File: config.mk
export PLATFORM = sky130hd
export DESIGN_NAME = vx_dcr_queue_flat
export DESIGN_NICKNAME = d
export VERILOG_FILES = /design/src/rtl/vx_dcr_queue_if.sv /design/src/rtl/vx_dcr_queue.sv /design/src/flat_wrapper.sv
export SDC_FILE = /design/constraint.sdc
export NUM_CORES = 1
export LEC_CHECK = 0
export CORE_ASPECT_RATIO = 1.75
export CORE_UTILIZATION = 50
export DETAILED_ROUTE_END_ITERATION = 10
export PLACE_DENSITY = 0.69
export SETUP_SLACK_MARGIN = 0.05
export SLEW_MARGIN = 20
export SYNTH_ARGS = -nofsm -noshare
export SYNTH_HDL_FRONTEND = slang
export SYNTH_SLANG_ARGS = --single-unit
File: constraint.sdc
create_clock -name clk -period 7.1 [get_ports clk]
set_clock_uncertainty 0.15 [all_clocks]
set_input_delay 1.065 -clock clk [delete_from_list [all_inputs] [get_ports clk]]
set_output_delay 1.065 -clock clk [all_outputs]
set_load 0.005 [all_outputs]
File: src/rtl/vx_dcr_queue_if.sv
`default_nettype none
// ============================================================================
// Module   : vx_dcr_queue_if
// Brief    : Producer-side handshake, control and Vortex DCR write bus
//            bundled for the DCR write queue.
// Revision : 1.0 - initial release
// ============================================================================
interface vx_dcr_queue_if #(
   parameter int ADDR_W = 8,
   parameter int DATA_W = 32,
   parameter int DEPTH  = 8
);
   localparam int CNT_W = $clog2(DEPTH) + 1;

   // Producer handshake
   logic              in_valid;
   logic [ADDR_W-1:0] in_addr;
   logic [DATA_W-1:0] in_data;
   logic              in_ready;

   // Queue control
   logic              commit;
   logic              flush;

   // Vortex DCR side
   logic              dcr_busy;
   logic              dcr_wr_valid;
   logic [ADDR_W-1:0] dcr_wr_addr;
   logic [DATA_W-1:0] dcr_wr_data;

   // Occupancy status
   logic [CNT_W-1:0]  count;
   logic              empty;
   logic              full;
   logic              idle;

   // Driver / observer of the queue
   modport master (
      output in_valid, in_addr, in_data, commit, flush, dcr_busy,
      input  in_ready, dcr_wr_valid, dcr_wr_addr, dcr_wr_data,
             count, empty, full, idle
   );

   // The queue itself
   modport slave (
      input  in_valid, in_addr, in_data, commit, flush, dcr_busy,
      output in_ready, dcr_wr_valid, dcr_wr_addr, dcr_wr_data,
             count, empty, full, idle
   );
endinterface
`default_nettype wire

File: src/rtl/vx_dcr_queue.sv
`default_nettype none
// ============================================================================
// Module   : vx_dcr_queue
// Brief    : In-order DCR write queue between the Piton-side decoder and the
//            Vortex DCR bus. Optional commit-gated release, flush, occupancy
//            status and a registered single-cycle write strobe.
// Revision : 1.0 - initial release
// ============================================================================
module vx_dcr_queue #(
   parameter int VX_DCR_ADDR_WIDTH = 8,
   parameter int VX_DCR_DATA_WIDTH = 32,
   parameter int DEPTH             = 8,
   parameter int HOLD_MODE         = 0
) (
   input  wire logic     clk,
   input  wire logic     rst_n,
   vx_dcr_queue_if.slave bus
);
   localparam int PTR_W = $clog2(DEPTH);
   localparam int ENT_W = VX_DCR_ADDR_WIDTH + VX_DCR_DATA_WIDTH;
   localparam logic [PTR_W:0] c_PTR_ONE  = {{PTR_W{1'b0}}, 1'b1};
   localparam logic [PTR_W:0] c_PTR_ZERO = '0;

   // Storage is deliberately left unreset; pointers alone define validity.
   logic [ENT_W-1:0] r_mem [DEPTH];

   // Pointers carry one extra wrap bit so full and empty are distinguishable.
   logic [PTR_W:0] r_wr_ptr;
   logic [PTR_W:0] r_rd_ptr;
   logic [PTR_W:0] r_cmt_ptr;

   logic [PTR_W:0] w_wr_ptr_nxt;
   logic [PTR_W:0] w_cmt_ptr_nxt;
   logic [PTR_W:0] w_count;
   logic [PTR_W:0] w_releasable;
   logic           w_full;
   logic           w_empty;
   logic           w_push;
   logic           w_issue;

   logic                         r_wr_valid;
   logic [VX_DCR_ADDR_WIDTH-1:0] r_wr_addr;
   logic [VX_DCR_DATA_WIDTH-1:0] r_wr_data;

   assign w_count = r_wr_ptr - r_rd_ptr;
   assign w_empty = (r_wr_ptr == r_rd_ptr);
   assign w_full  = (r_wr_ptr[PTR_W] != r_rd_ptr[PTR_W]) &&
                    (r_wr_ptr[PTR_W-1:0] == r_rd_ptr[PTR_W-1:0]);

   // A flush cycle refuses new writes so the flush target is well defined.
   assign bus.in_ready = ~w_full & ~bus.flush;
   assign w_push       = bus.in_valid & ~w_full & ~bus.flush;
   assign w_wr_ptr_nxt = r_wr_ptr + (w_push ? c_PTR_ONE : c_PTR_ZERO);

   // Only entries below the commit pointer may leave the queue.
   assign w_releasable = r_cmt_ptr - r_rd_ptr;
   assign w_issue      = ~bus.flush & ~bus.dcr_busy & (w_releasable != c_PTR_ZERO);

   generate
      if (HOLD_MODE != 0) begin : g_hold
         // Commit releases everything queued so far, including this cycle's push.
         assign w_cmt_ptr_nxt = bus.flush  ? r_wr_ptr     :
                                bus.commit ? w_wr_ptr_nxt : r_cmt_ptr;
      end else begin : g_stream
         // Every queued entry is immediately releasable.
         assign w_cmt_ptr_nxt = bus.flush ? r_wr_ptr : w_wr_ptr_nxt;
      end
   endgenerate

   // Pointer bookkeeping: push, commit tracking, issue and flush.
   always_ff @(posedge clk or negedge rst_n) begin
      if (!rst_n) begin
         r_wr_ptr  <= '0;
         r_rd_ptr  <= '0;
         r_cmt_ptr <= '0;
      end else begin
         r_wr_ptr  <= w_wr_ptr_nxt;
         r_cmt_ptr <= w_cmt_ptr_nxt;
         if (bus.flush) begin
            r_rd_ptr <= r_wr_ptr;
         end else if (w_issue) begin
            r_rd_ptr <= r_rd_ptr + c_PTR_ONE;
         end
      end
   end

   // Entry storage written on every accepted push.
   always_ff @(posedge clk) begin
      if (w_push) begin
         r_mem[r_wr_ptr[PTR_W-1:0]] <= {bus.in_addr, bus.in_data};
      end
   end

   // Registered write stage: one strobe per issue, address/data hold otherwise.
   always_ff @(posedge clk or negedge rst_n) begin
      if (!rst_n) begin
         r_wr_valid <= 1'b0;
         r_wr_addr  <= '0;
         r_wr_data  <= '0;
      end else begin
         r_wr_valid <= w_issue;
         if (w_issue) begin
            {r_wr_addr, r_wr_data} <= r_mem[r_rd_ptr[PTR_W-1:0]];
         end
      end
   end

   assign bus.dcr_wr_valid = r_wr_valid;
   assign bus.dcr_wr_addr  = r_wr_addr;
   assign bus.dcr_wr_data  = r_wr_data;
   assign bus.count        = w_count;
   assign bus.empty        = w_empty;
   assign bus.full         = w_full;
   assign bus.idle         = w_empty & ~r_wr_valid;

endmodule
`default_nettype wire
File: src/flat_wrapper.sv
// flat-port wrapper written by rule: the top's interface ports become plain ports
module vx_dcr_queue_flat 
#(
   parameter int VX_DCR_ADDR_WIDTH = 8,
   parameter int VX_DCR_DATA_WIDTH = 32,
   parameter int DEPTH             = 8,
   parameter int HOLD_MODE         = 0
)
  (clk, rst_n, bus_in_valid, bus_in_addr, bus_in_data, bus_commit, bus_flush, bus_dcr_busy, bus_in_ready, bus_dcr_wr_valid, bus_dcr_wr_addr, bus_dcr_wr_data, bus_count, bus_empty, bus_full, bus_idle);
  vx_dcr_queue_if #(.DEPTH(DEPTH)) bus_i ();
  input  wire logic clk;
  input  wire logic rst_n;
  input wire logic [$bits(bus_i.in_valid)-1:0] bus_in_valid;
  input wire logic [$bits(bus_i.in_addr)-1:0] bus_in_addr;
  input wire logic [$bits(bus_i.in_data)-1:0] bus_in_data;
  input wire logic [$bits(bus_i.commit)-1:0] bus_commit;
  input wire logic [$bits(bus_i.flush)-1:0] bus_flush;
  input wire logic [$bits(bus_i.dcr_busy)-1:0] bus_dcr_busy;
  output wire logic [$bits(bus_i.in_ready)-1:0] bus_in_ready;
  output wire logic [$bits(bus_i.dcr_wr_valid)-1:0] bus_dcr_wr_valid;
  output wire logic [$bits(bus_i.dcr_wr_addr)-1:0] bus_dcr_wr_addr;
  output wire logic [$bits(bus_i.dcr_wr_data)-1:0] bus_dcr_wr_data;
  output wire logic [$bits(bus_i.count)-1:0] bus_count;
  output wire logic [$bits(bus_i.empty)-1:0] bus_empty;
  output wire logic [$bits(bus_i.full)-1:0] bus_full;
  output wire logic [$bits(bus_i.idle)-1:0] bus_idle;
  assign bus_i.in_valid = bus_in_valid;
  assign bus_i.in_addr = bus_in_addr;
  assign bus_i.in_data = bus_in_data;
  assign bus_i.commit = bus_commit;
  assign bus_i.flush = bus_flush;
  assign bus_i.dcr_busy = bus_dcr_busy;
  assign bus_in_ready = bus_i.in_ready;
  assign bus_dcr_wr_valid = bus_i.dcr_wr_valid;
  assign bus_dcr_wr_addr = bus_i.dcr_wr_addr;
  assign bus_dcr_wr_data = bus_i.dcr_wr_data;
  assign bus_count = bus_i.count;
  assign bus_empty = bus_i.empty;
  assign bus_full = bus_i.full;
  assign bus_idle = bus_i.idle;
  vx_dcr_queue #(.VX_DCR_ADDR_WIDTH(VX_DCR_ADDR_WIDTH), .VX_DCR_DATA_WIDTH(VX_DCR_DATA_WIDTH), .DEPTH(DEPTH), .HOLD_MODE(HOLD_MODE)) u_core (.clk(clk), .rst_n(rst_n), .bus(bus_i));
endmodule
After elaboration in Yosys (flattened, before gate mapping)
Memories as Yosys holds them, arrays and structs flattened. A register that Yosys moved wholly into a read port is not among the register bits.
Index checks and enable logic that the tools add are counted.

cells by class
  add/sub/neg operators = 4
  equal/unequal tests = 3
  mux-type cells = 6
  bitwise operators = 10
  reductions and logical operators = 4

operators with widths
  operator             number
  $mux 4               3
  $sub 4x4->4          2
  $and 1x1->1          6
  $add 4x1->4 const B  1
  $add 4x4->4          1
  $eq 4x4->1           1
  $not 1->1            4
  $reduce_bool 4->1    1
  $eq 3x3->1           1
  $mux 1               3
  $reduce_bool 2->1    1
  $logic_and 1x1->1    1
  $logic_not 1->1      1
  $ne 1x1->1           1

storage, ports and cells
  register bits = 13
  bits in writable memories = 320
  input bits = 46
  word-level logic and storage cells = 32
  memories kept = 1

memories
  memory        words  width  read ports  clocked after Yosys merged registers in  wr ports  line                source
  u_core.r_mem  8      40     1           1                                        1         vx_dcr_queue.sv:25  logic [ENT_W-1:0] r_mem [DEPTH];

Depth between registers and ports, before layout
Gate-level depths: netlist (run 1).

  word-level depth = 8
  mapped depth = 10
  mapped depth without buffers = 8

Worst setup path before layout (run 1)
OpenSTA, ideal clock, no wires.

  path type = reg-to-reg
  start = register u_core.r_rd_ptr[1]
  end = memory u_core.r_mem[1][0] (netlist bit), enable pin
  data arrival time = 4.726 ns
  required time = 6.463 ns
  path slack = 1.737 ns
  stages on the path, launching flop included = 9
  clock period less this slack = 5.363 ns
  cell sequence = dfrtp_1 -> clkbuf_1 -> clkbuf_1 -> inv_1 -> ha_1 -> a41oi_1 -> and2_1 -> nand2_1 -> nor3_1

between the ends
  cells in the longest elaborated chain, start to end = 7

ends and longest elaborated chain
  element                       line                source
  start, declared               vx_dcr_queue.sv:29  logic [PTR_W:0] r_rd_ptr;
  start signal, assigned        vx_dcr_queue.sv:80  r_rd_ptr <= r_wr_ptr;
  start signal, assigned        vx_dcr_queue.sv:82  r_rd_ptr <= r_rd_ptr + c_PTR_ONE;
  $eq 3x3->1                    vx_dcr_queue.sv:48  (r_wr_ptr[PTR_W-1:0] == r_rd_ptr[PTR_W-1:0]);
  $logic_and 1x1->1             vx_dcr_queue.sv:47  assign w_full = (r_wr_ptr[PTR_W] != r_rd_ptr[PTR_W]) &&
  $not 1->1                     vx_dcr_queue.sv:52  assign w_push = bus.in_valid & ~w_full & ~bus.flush;
  $and 1x1->1 (2 in series)     vx_dcr_queue.sv:52
  $mux 1                        vx_dcr_queue.sv:89  if (w_push) begin
  $mux 1 (not written as such)  vx_dcr_queue.sv:90  r_mem[r_wr_ptr[PTR_W-1:0]] <= {bus.in_addr, bus.in_data};
  end, declared                 vx_dcr_queue.sv:25

No other way between the ends.

Final worst setup path (run 1)
  start = register u_core.r_rd_ptr[2]
  end = output bus_count[3]

between the ends
  cells in the longest elaborated chain, start to end = 1

ends and longest elaborated chain
  element        line                source
  $sub 4x4->4    vx_dcr_queue.sv:45  assign w_count = r_wr_ptr - r_rd_ptr;
  end, declared  flat_wrapper.sv:23  output wire logic [$bits(bus_i.count)-1:0] bus_count;

No other way between the ends.

==> results of run 1 <==
-- final cells by class --
class                      instances  area, um^2  share of cell area
tap                              373         467              0.0277
inverter                           9        33.8             0.00200
clock inverter                    21         300              0.0178
sequential                       373       10900               0.649
antenna                            1        2.50            0.000148
clock buffer                      37         808              0.0479
multi-input combinational        313        3300               0.196
timing repair buffer             105        1020              0.0602
-- worst max-delay path, cell delays in order, from the launching register on --
cell and delay (ps):
dfrtp_4 750, inv_2 900, ha_1 430, a21oi_1 180, xor2_1 150, clkdlybuf4s50_1 520
-- sequential cells by signal (all words and copies together), names as in the netlist --
name	cells
u_core.bus.dcr_wr_data	32
u_core.r_cmt_ptr	4
u_core.r_wr_ptr	4
u_core.bus.dcr_wr_valid	1
u_core.r_mem	320
u_core.r_rd_ptr	4
u_core.bus.dcr_wr_addr	8
-- power breakdown --
| group | switching, mW | leakage [nW] | internal (mW) |
|---|---|---|---|
| combinational | 0.816 | 1.71 | 1.01 |
| sequential | 0.276 | 3.52 | 2.69 |
| clock | 0.755 | 0.533 | 1.07 |
| total | 1.85 | 5.77 | 4.78 |
-- metrics by stage --
step | setup WS, ps | utilization | std cells | hold slack [ps] | cell area [um^2]
3_5_place_dp | 2450 | 0.561 | 1173 | 334 | 15800
2_1_floorplan | 1740 | - | 728 | 333 | 14400
5_1_grt | 2170 | 0.601 | 1232 | 375 | 16900
6_report | 2370 | 0.601 | 1232 | 344 | 16900
3_3_place_gp | 2530 | 0.561 | 1173 | 322 | 15800
4_1_cts | 1890 | 0.601 | 1231 | 350 | 16900
-- cell usage in the layout (no fill, tap or decap), drive strengths merged, types with 2 or more instances in the layout --
cell type and count:
clkinv 7, clkinvlp 4, nand2 125, o21a 2, xnor2 4, edfxtp 320
nand3 2, nor3 5, nand2b 3, mux4 80, a21oi 4, and2 2
inv 12, bufinv 7, a221o 2, clkdlybuf4s50 92, nor2 10, mux2 41
dfrtp 53, clkbuf 37, buf 13, o21ai 2, xor2 5, a21o 3
ha 9
-- metal layers --
metal,up-vias,part of all wire,track usage,wire (um)
met2,187,0.54,0.357,15100
met4,0,0.020,0.0675,573
li1,3053,-,-,-
met3,42,0.047,0.0231,1320
met5,-,0,0,0
met1,3639,0.40,0.252,11100
-- final timing paths --
check | from | endpoint | slack [ps] | depth (start not counted)
setup / recovery | u_core.r_rd_ptr[2] | bus_count[3] | 2370 | 5
hold / removal | u_core.bus.dcr_wr_data[24] | u_core.bus.dcr_wr_data[24] | 340 | 1
setup reg to reg | u_core.r_rd_ptr[2] | u_core.bus.dcr_wr_addr[1] | 2920 | 8
hold reg to reg | u_core.bus.dcr_wr_data[24] | u_core.bus.dcr_wr_data[24] | 340 | 1
max in group asynchronous | rst_n | u_core.r_rd_ptr[2] | 5610 | 2
min in group asynchronous | rst_n | u_core.bus.dcr_wr_data[11] | 550 | 2
-- logic make-up after synthesis --
family | after synthesis | share of synthesized area
adders and majority gates | 10 | 0.00922
xor gates and xnor gates | 9 | 0.00548
muxes | 121 | 0.157
and+or+nand+nor | 155 | 0.0448
DFF | 373 | 0.760
buffers and inverters | 42 | 0.0138
AOI/OAI and AO/OA | 18 | 0.00887
==> results.yml, run 1 <==
sta:
  fmax_mhz: 211
  finalCritPeriodShare: 0.667
  setup_viol: 0
  finalSetupTns_ps: 0
  tightest_slew_ps: 1080
  rsz0062_at_grt: "false"
  slew_headroom: 0.277
  finalHoldViolations: 0
  fin_crit_ps: 4730
  slew_viol_final: 0
place:
  place.gp.congestion: 0.719
  io_buffers: 93
  hpwl_um: 14700
yosys:
  synth-seq-cells: 373
  yosys-top-cells-count: "edfxtp_1 (320), nand2_1 (125), mux4_2 (80)"
  synthesis.area_um2: 14400
  yosys_most_used_dff: "edfxtp_1"
  synth_top_area_share: 0.668
  synth-edff-count: 320
  yosysMostFrequentCell: "edfxtp_1"
  yosys_warnings: 0
  synth_cell_type_count: 39
  synth_nets: 784
  yosysSeqAreaShare: 0.760
  async_flop_share: 0.142
  syn_avg_cell_area_um2: 19.8
  netlist.top_cell.by_area: "edfxtp_1"
  synthCells: 728
  synth_area_leaders: "edfxtp_1 (67%), mux4_2 (13%), dfrtp_1 (9.2%)"
cts:
  postCtsResizedCells: 0
  hold_buffers: 0
  ctsHtreeMaxLevel: 1
  root_buffer: "clkbuf_16"
  cts_setup_buffers: 0
  clk_path_buf_depth: 3
  cts_buffers: 31
  cts_sinks: 373
  cts_tree: "built"
  clock_latency_ps: 570
  clkTransAtPathRegs_ps: 70
final_layout:
  drive_gt1_frac: 0.228
  fin_nets: 889
  num-fill-cells: 2003
  area_growth_pct: 17.3
setup_path:
  required_ps: 5880
  arrival_ps: 3520
  path_max_fanout: 44
  critPathCaptureType: "output port"
  start_kind: "flip-flop"
  path_class: "flip-flop to output port"
floorplanning:
  die_h_um: 226
  rows: 81
  dieWidth_um: 130
  floorplan.initialDensity: 0.512
  core_um2: 28100
  die-area_um2: 29500
  ioPinCount: 95
route:
  drc: 0
  firstDrtPassIters: 5
  avgRoutedWirePerCell_um: 22.8
  drt_iter0_drc: 560
  vias_per_cell: 5.62
  ant_nets: 0
  vias: 6921
  totalWireLength_um: 28000
grt:
  overflow: 0
  grtUsageTotal: 0.200
  grt_pass1_wl_um: 43000
  grt_pass1_vias: 7422
  antenna_found_initial: 1
  grt_max_degree: 63
hold_path:
  hold_class: "flip-flop to flip-flop"
flow_run:
  max_cap_viol_count: 0
pwr:
  ir_drop_mv: 0.244
  totalPowerFinal_mw: 6.63
  power.density_nw_per_um2: 393
  leakage_nw: 5.77
run_status:
  outcome: "finished, final reports clean"
Power figures use the tool's default switching activity.
==> inputs of run 2 (changes only) <==
--- a/config.mk
+++ b/config.mk
@@ -8,7 +8,7 @@
 export CORE_ASPECT_RATIO = 1.75
 export CORE_UTILIZATION = 50
 export DETAILED_ROUTE_END_ITERATION = 10
-export PLACE_DENSITY = 0.69
+export PLACE_DENSITY = 0.72
 export SETUP_SLACK_MARGIN = 0.05
 export SLEW_MARGIN = 20
 export SYNTH_ARGS = -nofsm -noshare
==> constraint.sdc (replaced) <==
create_clock -name clk -period 4.1 [get_ports clk]
set_clock_uncertainty 0.15 [all_clocks]
set_input_delay 0.615 -clock clk [delete_from_list [all_inputs] [get_ports clk]]
set_output_delay 0.615 -clock clk [all_outputs]
set_load 0.005 [all_outputs]
==> results.yml, run 2 (synthesis gave the netlist of run 1 again) <==
run_status:
  outcome: "finished, final reports clean"
setup_path:
  cpPeakStageDelay_ps: 700
  r2r-start: "u_core.r_rd_ptr[2]"
  path_delay_family: "flip-flops"
  cp.depth: 6
  start_kind: "flip-flop"
  arrival_ps: 2700
  path_class: "flip-flop to output port"
  reg2reg_depth: 9
  critPathSlowestCell: "dfrtp_4"
  path_max_fanout: 27
  setup.worst_path.start: "u_core.r_rd_ptr[1]"
  required_ps: 3340
  critPathCaptureType: "output port"
  critPathBufInv: 2
  cp_cell_sequence: "inv_1 -> ha_1 -> a21o_1 -> a21oi_1 -> xor2_1 -> clkdlybuf4s50_1"
grt:
  grt_max_degree: 84
  grt_pass1_wl_um: 42300
  overflow: 0
  grt_pass1_vias: 7365
  antenna_found_initial: 3
  grtUsageTotal: 0.199
place:
  placed_cells: 1184
  dpl-instance-area_um2: 15900
  hpwl_um: 15200
  place.gp.congestion: 0.752
  io_buffers: 93
route:
  ant_nets: 0
  vias: 7067
  firstDrtPassIters: 5
  drt_iter0_drc: 527
  totalWireLength_um: 27600
  vias_per_cell: 5.67
  avgRoutedWirePerCell_um: 22.1
  drc: 0
final_layout:
  drive_gt1_frac: 0.236
  multi_input_area_um2: 3310
  seqCellArea_um2: 10900
  final_cell_mix: "edfxtp_1 (320), nand2_1 (125), clkdlybuf4s50_1 (92)"
  layout.cells.most_common: "edfxtp_1"
  instances_no_fill: 1247
  area_growth_pct: 18.2
  stdcell_area_um2: 17000
  fin_util: 0.605
  fin_nets: 903
  largest_reg_flops: 320
  num-fill-cells: 2052
pwr:
  power_switching_share: 0.280
  leakage_nw: 5.84
  power.share.sequential: 0.432
  totalPowerFinal_mw: 11.5
  netSwitchingPower_mw: 3.22
  ir_drop_mv: 0.426
  power_frac_clock: 0.274
  power.density_nw_per_um2: 676
  p_comb_frac: 0.294
  internal_power_mw: 8.27
floorplanning:
  die-area_um2: 29500
  ioPinCount: 95
  rows: 81
  dieWidth_um: 130
  core_um2: 28100
  die_h_um: 226
  floorplan.initialDensity: 0.512
cts:
  clkTransAtPathRegs_ps: 70
  cts_setup_buffers: 0
  postCtsResizedCells: 0
  cts_tree: "built"
  ctsHtreeMaxLevel: 2
  hold_buffers: 0
  clock_latency_ps: 520
  clk_path_buf_depth: 3
  cts_buffers: 34
  cts_sinks: 373
  root_buffer: "clkbuf_16"
sta:
  finalHoldViolations: 0
  tightest_slew_ps: 891
  slew_viol_final: 0
  rsz0062_at_grt: "false"
  fmax_mhz: 288
  fin_crit_ps: 3470
  slew_headroom: 0.406
  finalCritPeriodShare: 0.846
  setup_viol: 0
hold_path:
  hold_class: "primary input to asynchronous set/reset pin"
flow_run:
  max_cap_viol_count: 0
-- run 2: cell types whose count changed in the layout (fill, tap and decap cells not counted), sizes merged --
cell | previous run | this run
buf | 13 | 24
clkbuf | 37 | 46
clkinv | 7 | 9
bufinv | 7 | 2
inv | 12 | 10
-- run 2: final cells by class --
class	instances	area share
clock buffer	46	0.0576
sequential	373	0.644
tap	373	0.0275
inverter	9	0.00199
clock inverter	16	0.00832
timing repair buffer	116	0.0655
antenna	1	0.000147
multi-input combinational	313	0.195
-- run 2: power groups by stage --
stage	sequential, mW	combinational [mW]	clock (mW)
final	4.96	3.38	3.15
after CTS	4.97	3.45	3.20
after detailed placement	5.04	3.43	0
after global placement	5.02	3.39	0
after floorplan	4.93	2.21	0
after global routing	5.02	3.70	3.34
-- run 2: through the flow --
stage                     TNS, ps  hold WS (ps)  setup WS [ps]
after floorplan            -40890           169           -191
after global placement          0           320            950
after detailed placement        0           328            929
after CTS                       0          70.5            602
after global routing            0           101            505
final                           0          30.0            632
-- run 2: layer usage --
layer,vias up,part of all wire,global-route usage,wire [um]
met5,-,0.00036,0,10
met4,2,0.034,0.0821,939
met3,62,0.052,0.0267,1450
met2,224,0.53,0.348,14700
met1,3692,0.38,0.247,10500
li1,3087,-,-,-
-- run 2: path summary, 6_finish.rpt --
kind | slack (ps) | endpoint
worst max-delay path | 630 | bus_count[3]
worst min-delay path | 30 | u_core.bus.dcr_wr_data[14]
worst max register to register | 1010 | u_core.bus.dcr_wr_addr[2]
worst min register to register | 330 | u_core.bus.dcr_wr_data[18]
max in group asynchronous | 3160 | u_core.r_rd_ptr[0]
min in group clk | 330 | u_core.bus.dcr_wr_data[18]
-- run 2: worst reg2reg max path, cell delays in order (launching register included) --
cell and delay [ps]:
dfrtp_2 410, inv_2 70, buf_4 300, ha_1 350, a21oi_1 190, a21oi_1 100
o211a_1 310, nor3_4 160, buf_4 490, mux2_2 430
